$ cat config.mk
export PLATFORM = sky130hd
export DESIGN_NAME = data_memory_arbiter_flat
export DESIGN_NICKNAME = d
export VERILOG_FILES = /design/src/rtl/data_memory_arbiter_if.sv /design/src/rtl/data_memory_arbiter.sv /design/src/flat_wrapper.sv
export SDC_FILE = /design/constraint.sdc
export NUM_CORES = 1
export LEC_CHECK = 0
export ABC_AREA = 1
export CAP_MARGIN = 10
export CORE_ASPECT_RATIO = 0.6
export CORE_UTILIZATION = 39
export CTS_CLUSTER_SIZE = 30
export DETAILED_ROUTE_END_ITERATION = 6
export GPL_TIMING_DRIVEN = 0
export PLACE_DENSITY = 0.86
export SLEW_MARGIN = 20
export SYNTH_ARGS = -nofsm -noshare
export SYNTH_HDL_FRONTEND = slang
export SYNTH_SLANG_ARGS = --single-unit
$ cat constraint.sdc
create_clock -name clk -period 2.5 [get_ports clk]
set_input_delay 0.5 -clock clk [delete_from_list [all_inputs] [get_ports clk]]
set_output_delay 0.5 -clock clk [all_outputs]
set_load 0.02 [all_outputs]
$ cat src/rtl/data_memory_arbiter_if.sv
// Requester-side access port of the data memory arbiter.
// The requester drives the access fields; the arbiter returns the ack and the read data.
interface data_memory_arbiter_if #(
    parameter int unsigned ADDR_W = 8,
    parameter int unsigned DATA_W = 8
);
    logic              req;
    logic              we;
    logic [ADDR_W-1:0] addr;
    logic [DATA_W-1:0] wdata;
    logic              lock;
    logic              ack;
    logic [DATA_W-1:0] rdata;
    logic              rvalid;

    modport master (
        output req, we, addr, wdata, lock,
        input  ack, rdata, rvalid
    );

    modport slave (
        input  req, we, addr, wdata, lock,
        output ack, rdata, rvalid
    );
endinterface

$ cat src/rtl/data_memory_arbiter.sv
// Round-robin arbiter sharing one single-port data memory between port A (load/store)
// and port B (loader/debug), with bounded lock bursts and registered read return.
module data_memory_arbiter #(
    parameter int unsigned ADDR_W   = 8,
    parameter int unsigned DATA_W   = 8,
    parameter int unsigned MAX_LOCK = 4
) (
    input  logic               clk,
    input  logic               reset,
    data_memory_arbiter_if.slave a,
    data_memory_arbiter_if.slave b,
    output logic               mem_write_enable,
    output logic [ADDR_W-1:0]  mem_address,
    output logic [DATA_W-1:0]  mem_data_in,
    input  logic [DATA_W-1:0]  mem_data_out
);
    localparam int unsigned     CNT_W     = 4;
    localparam logic [CNT_W-1:0] LOCK_LAST = CNT_W'(MAX_LOCK - 1);

    typedef enum logic [1:0] {
        IDLE    = 2'd0,
        GRANT_A = 2'd1,
        GRANT_B = 2'd2
    } state_t;

    state_t           state;
    logic             last_b;
    logic [CNT_W-1:0] lock_cnt;
    logic             grant_a;
    logic             grant_b;
    logic             stay_a;
    logic             stay_b;

    // A grant is only live outside reset, so reset suppresses the access in flight.
    assign grant_a = (state == GRANT_A) && !reset;
    assign grant_b = (state == GRANT_B) && !reset;
    assign a.ack   = grant_a;
    assign b.ack   = grant_b;

    // Burst continues unless the competitor is waiting and the lock budget is spent.
    assign stay_a = a.lock && a.req && !(b.req && (lock_cnt == LOCK_LAST));
    assign stay_b = b.lock && b.req && !(a.req && (lock_cnt == LOCK_LAST));

    always_comb begin
        mem_write_enable = 1'b0;
        mem_address      = '0;
        mem_data_in      = '0;
        if (grant_a) begin
            mem_write_enable = a.we;
            mem_address      = a.addr;
            mem_data_in      = a.wdata;
        end else if (grant_b) begin
            mem_write_enable = b.we;
            mem_address      = b.addr;
            mem_data_in      = b.wdata;
        end
    end

    always_ff @(posedge clk) begin
        if (reset) begin
            state    <= IDLE;
            last_b   <= 1'b1;
            lock_cnt <= '0;
            a.rdata  <= '0;
            b.rdata  <= '0;
            a.rvalid <= 1'b0;
            b.rvalid <= 1'b0;
        end else begin
            a.rvalid <= 1'b0;
            b.rvalid <= 1'b0;
            case (state)
                IDLE: begin
                    lock_cnt <= '0;
                    if (a.req && (!b.req || last_b)) begin
                        state <= GRANT_A;
                    end else if (b.req) begin
                        state <= GRANT_B;
                    end
                end
                GRANT_A: begin
                    last_b <= 1'b0;
                    if (!a.we) begin
                        a.rdata  <= mem_data_out;
                        a.rvalid <= 1'b1;
                    end
                    if (stay_a) begin
                        lock_cnt <= b.req ? lock_cnt + CNT_W'(1) : '0;
                    end else if (b.req) begin
                        state    <= GRANT_B;
                        lock_cnt <= '0;
                    end else begin
                        state    <= IDLE;
                        lock_cnt <= '0;
                    end
                end
                GRANT_B: begin
                    last_b <= 1'b1;
                    if (!b.we) begin
                        b.rdata  <= mem_data_out;
                        b.rvalid <= 1'b1;
                    end
                    if (stay_b) begin
                        lock_cnt <= a.req ? lock_cnt + CNT_W'(1) : '0;
                    end else if (a.req) begin
                        state    <= GRANT_A;
                        lock_cnt <= '0;
                    end else begin
                        state    <= IDLE;
                        lock_cnt <= '0;
                    end
                end
                default: begin
                    state    <= IDLE;
                    lock_cnt <= '0;
                end
            endcase
        end
    end
endmodule
$ cat src/flat_wrapper.sv
// flat-port wrapper written by rule: the top's interface ports become plain ports
module data_memory_arbiter_flat 
#(
    parameter int unsigned ADDR_W   = 8,
    parameter int unsigned DATA_W   = 8,
    parameter int unsigned MAX_LOCK = 4
)
  (clk, reset, mem_write_enable, mem_address, mem_data_in, mem_data_out, a_req, a_we, a_addr, a_wdata, a_lock, a_ack, a_rdata, a_rvalid, b_req, b_we, b_addr, b_wdata, b_lock, b_ack, b_rdata, b_rvalid);
  data_memory_arbiter_if #(.ADDR_W(ADDR_W), .DATA_W(DATA_W)) a_i ();
  data_memory_arbiter_if #(.ADDR_W(ADDR_W), .DATA_W(DATA_W)) b_i ();
  input  logic clk;
  input  logic reset;
  output logic mem_write_enable;
  output logic [ADDR_W-1:0] mem_address;
  output logic [DATA_W-1:0] mem_data_in;
  input  logic [DATA_W-1:0] mem_data_out;
  input wire logic [$bits(a_i.req)-1:0] a_req;
  input wire logic [$bits(a_i.we)-1:0] a_we;
  input wire logic [$bits(a_i.addr)-1:0] a_addr;
  input wire logic [$bits(a_i.wdata)-1:0] a_wdata;
  input wire logic [$bits(a_i.lock)-1:0] a_lock;
  output wire logic [$bits(a_i.ack)-1:0] a_ack;
  output wire logic [$bits(a_i.rdata)-1:0] a_rdata;
  output wire logic [$bits(a_i.rvalid)-1:0] a_rvalid;
  input wire logic [$bits(b_i.req)-1:0] b_req;
  input wire logic [$bits(b_i.we)-1:0] b_we;
  input wire logic [$bits(b_i.addr)-1:0] b_addr;
  input wire logic [$bits(b_i.wdata)-1:0] b_wdata;
  input wire logic [$bits(b_i.lock)-1:0] b_lock;
  output wire logic [$bits(b_i.ack)-1:0] b_ack;
  output wire logic [$bits(b_i.rdata)-1:0] b_rdata;
  output wire logic [$bits(b_i.rvalid)-1:0] b_rvalid;
  assign a_i.req = a_req;
  assign a_i.we = a_we;
  assign a_i.addr = a_addr;
  assign a_i.wdata = a_wdata;
  assign a_i.lock = a_lock;
  assign a_ack = a_i.ack;
  assign a_rdata = a_i.rdata;
  assign a_rvalid = a_i.rvalid;
  assign b_i.req = b_req;
  assign b_i.we = b_we;
  assign b_i.addr = b_addr;
  assign b_i.wdata = b_wdata;
  assign b_i.lock = b_lock;
  assign b_ack = b_i.ack;
  assign b_rdata = b_i.rdata;
  assign b_rvalid = b_i.rvalid;
  data_memory_arbiter #(.ADDR_W(ADDR_W), .DATA_W(DATA_W), .MAX_LOCK(MAX_LOCK)) u_core (.clk(clk), .reset(reset), .a(a_i), .b(b_i), .mem_write_enable(mem_write_enable), .mem_address(mem_address), .mem_data_in(mem_data_in), .mem_data_out(mem_data_out));
endmodule
==> summary.txt <==
Outcome
  • Outcome: complete, no violations

Timing
  • Peak Freq: 0.425 GHz
  • Final hold vios: 0
  • Worst slew pin tran: 254 ps
  • Tcrit/Tclk final: 94.1%
  • # setup viols final: 0
  • Worst Skew: 5.83 ps
  • Setup_tns: 0 ps
  • Tmin final: 2350 ps
  • Slew Limit Fails: 0
  • Slew margin rel.: 83.1%
  • RSZ-0062 raised after global routing: false

Global routing
  • Largest net degree at the start of global routing: 16
  • GR Overflow Total: 0
  • Initial antenna violation count: 0
  • First-pass GRT wire length: 6.02 mm
  • Total GRT Usage: 21.4%
  • Vias in the first global route: 1315

Final layout
  • Final #Nets: 333
  • Layout area overhead: 71.1%
  • Most frequent cells in the layout: clkdlybuf4s50_1 (64), nand2_1 (44), nor2_1 (44)
  • Commonest non-fill, non-tap cell in the layout: clkdlybuf4s50_1
  • Post-Layout Cell Count: 321
  • Antenna cells: 0
  • Layout cell share with drive strength beyond 1: 8.24%

Route
  • DR iter-0 viols: 47
  • Met2 wire len: 1.79 mm
  • Top Layer Used: met4
  • Via count: 1529
  • Drt first pass iters: 4
  • DRC: 0
  • Drt wl/cell: 12.3 um
  • Routed wire length: 3.95 mm
  • Vias/cell: 4.76
  • Metal3 WL: 349 um
  • Met1 Wirelength: 1.79 mm
  • DRT antenna net count: 0

Synthesis
  • Synth warn: 0
  • Post-Syn Instances: 191
  • Syn Std Cell Area: 1310 um2
  • FFs w/ async S/R, synth: 0%
  • Seq/Total Area, Yosys: 38.3%
  • Synthesized Nets: 244
  • Number of synthesized flops with an enable pin: 0
  • Number of distinct library cells after synthesis: 20
  • Top_reg_cell synth: dfxtp_1
  • Mean post-synth cell area: 6.85 um2
  • Flops & latches, synth: 25

Critical path
  • Critical Path AT: 1850 ps
  • Peak fanout along the critical path: 10
  • Worst EP required: 2000 ps
  • Setup crit start kind: flip-flop
  • Crit Path Class: reg -> out
  • Crit end category: output port

Floorplan
  • Starting Density: 43.3%
  • Io pins: 85
  • Die height: 46.9 um
  • Die ar.: 3600 um2
  • Rows: 15
  • Core Region: 3020 um2
  • DIE WIDTH: 76.8 um

Clock network
  • # clock sinks: 25
  • Longest Clk Path Bufs: 2
  • Worst-Skew Late Latency: 270 ps
  • CTS tree: yes
  • CTS buffer count: 3
  • # hold bufs at CTS: 0
  • CTS clock-pin slew for the worst setup and hold paths: 80 ps
  • H-tree lvl count: 1
  • Root Driver: clkbuf_8

Placed design
  • Inst Count DP: 316
  • Port buffer count: 83
  • GP Congestion: 0.793
  • DP HPWL: 3.04 mm

Power
  • VDD IR max: 539 uV
  • Pwr dens: 742 nW/um2
  • Pleak: 1.07 nW

Job
  • Max Cap Viol: 0

Worst hold path
  • Min-delay worst type: reg -> reg
==> synth_stat cells, types with 2 or more instances <==
cell type	number	share of area, %
nand3_1	22	8.4
inv_1	10	2.9
buf_4	4	2.3
a21oi_1	4	1.5
dfxtp_1	25	38
nor2_1	44	13
nand2_2	2	0.96
inv_2	3	0.86
nor2_4	3	2.6
nand2_1	44	13
o21ai_0	17	6.5
ha_1	5	4.8
==> routing by layer <==
metal | up-vias | GRT usage [%]
li1 | 786 | -
met1 | 681 | 27.0
met2 | 58 | 37.9
met3 | 4 | 7.18
met4 | 0 | 2.69
met5 | - | 0
==> area by class of cell <==
class                   instances  area [um2]
clock inverters                 1        7.51
inverters                      13        51.3
repair buffers                 84         821
flip-flops and latches         25         500
multi-input cells             148         726
well taps                      42        52.6
plain buffers                   5        37.5
clock buffers                   3        41.3
fillers                       273         785
==> path summary, 6_finish.rpt <==
kind / cells past startpoint / start / endpoint / slack (ps)
setup / recovery: 8 / u_core.state[0] / mem_address[1] / 150
hold / removal: 1 / u_core.lock_cnt[0] / u_core.lock_cnt[0] / 460
setup reg to reg: 7 / u_core.state[1] / u_core.a.rdata[4] / 1100
hold reg to reg: 1 / u_core.lock_cnt[0] / u_core.lock_cnt[0] / 460
==> state kept, by name (all words and copies together), names as in the netlist <==
signal / cells
u_core.a.rdata: 8
u_core.state: 2
u_core.a.rvalid: 1
u_core.b.rvalid: 1
u_core.lock_cnt: 4
u_core.b.rdata: 8
u_core.last_b: 1
==> power by group <==
group / total (mW) / internal [mW] / switching (mW)
registers: 0.520 / 0.477 / 0.0425
logic: 0.897 / 0.373 / 0.524
clock network: 0.242 / 0.113 / 0.129
total: 1.66 / 0.963 / 0.696
==> worst max-delay path, cell delays in order (launching register included) <==
cell and delay (ps):
dfxtp_1 340, inv_1 110, ha_2 250, inv_2 90, nor2_8 140, buf_4 190
nand3_1 90, nand2_1 60, dlygate4sd2_1 320
==> cell families after synthesis <==
group,synth area share (%)
XOR/XNOR,1.34
adder cells (fa/ha/maj),4.78
buffers and inverters,6.41
AO/OA/AOI/OAI,8.71
flip-flops,38.3
AND/OR/NAND/NOR,40.5
==> repair_timing <==
action / 4_1_cts / 5_1_grt
setup endpoints to repair: 19 / 3
resized for setup: 21 / 3
setup buffers: 1 / 0
endpoints found under the hold margin: 0 / 0
pin swaps: 1 / 0
==> through the flow <==
step,util [%],setup slack [ps],area (um2),hold WS (ps),total power [mW]
floorplan,-,726,1310,417,1.04
global placement,72.5,125,2190,430,1.43
detailed placement,72.5,109,2190,438,1.45
CTS,73.9,58.5,2230,458,1.66
global route,74.0,4.43,2240,478,1.77
finish,74.0,147,2240,458,1.66
Power figures use the tool's default switching activity.
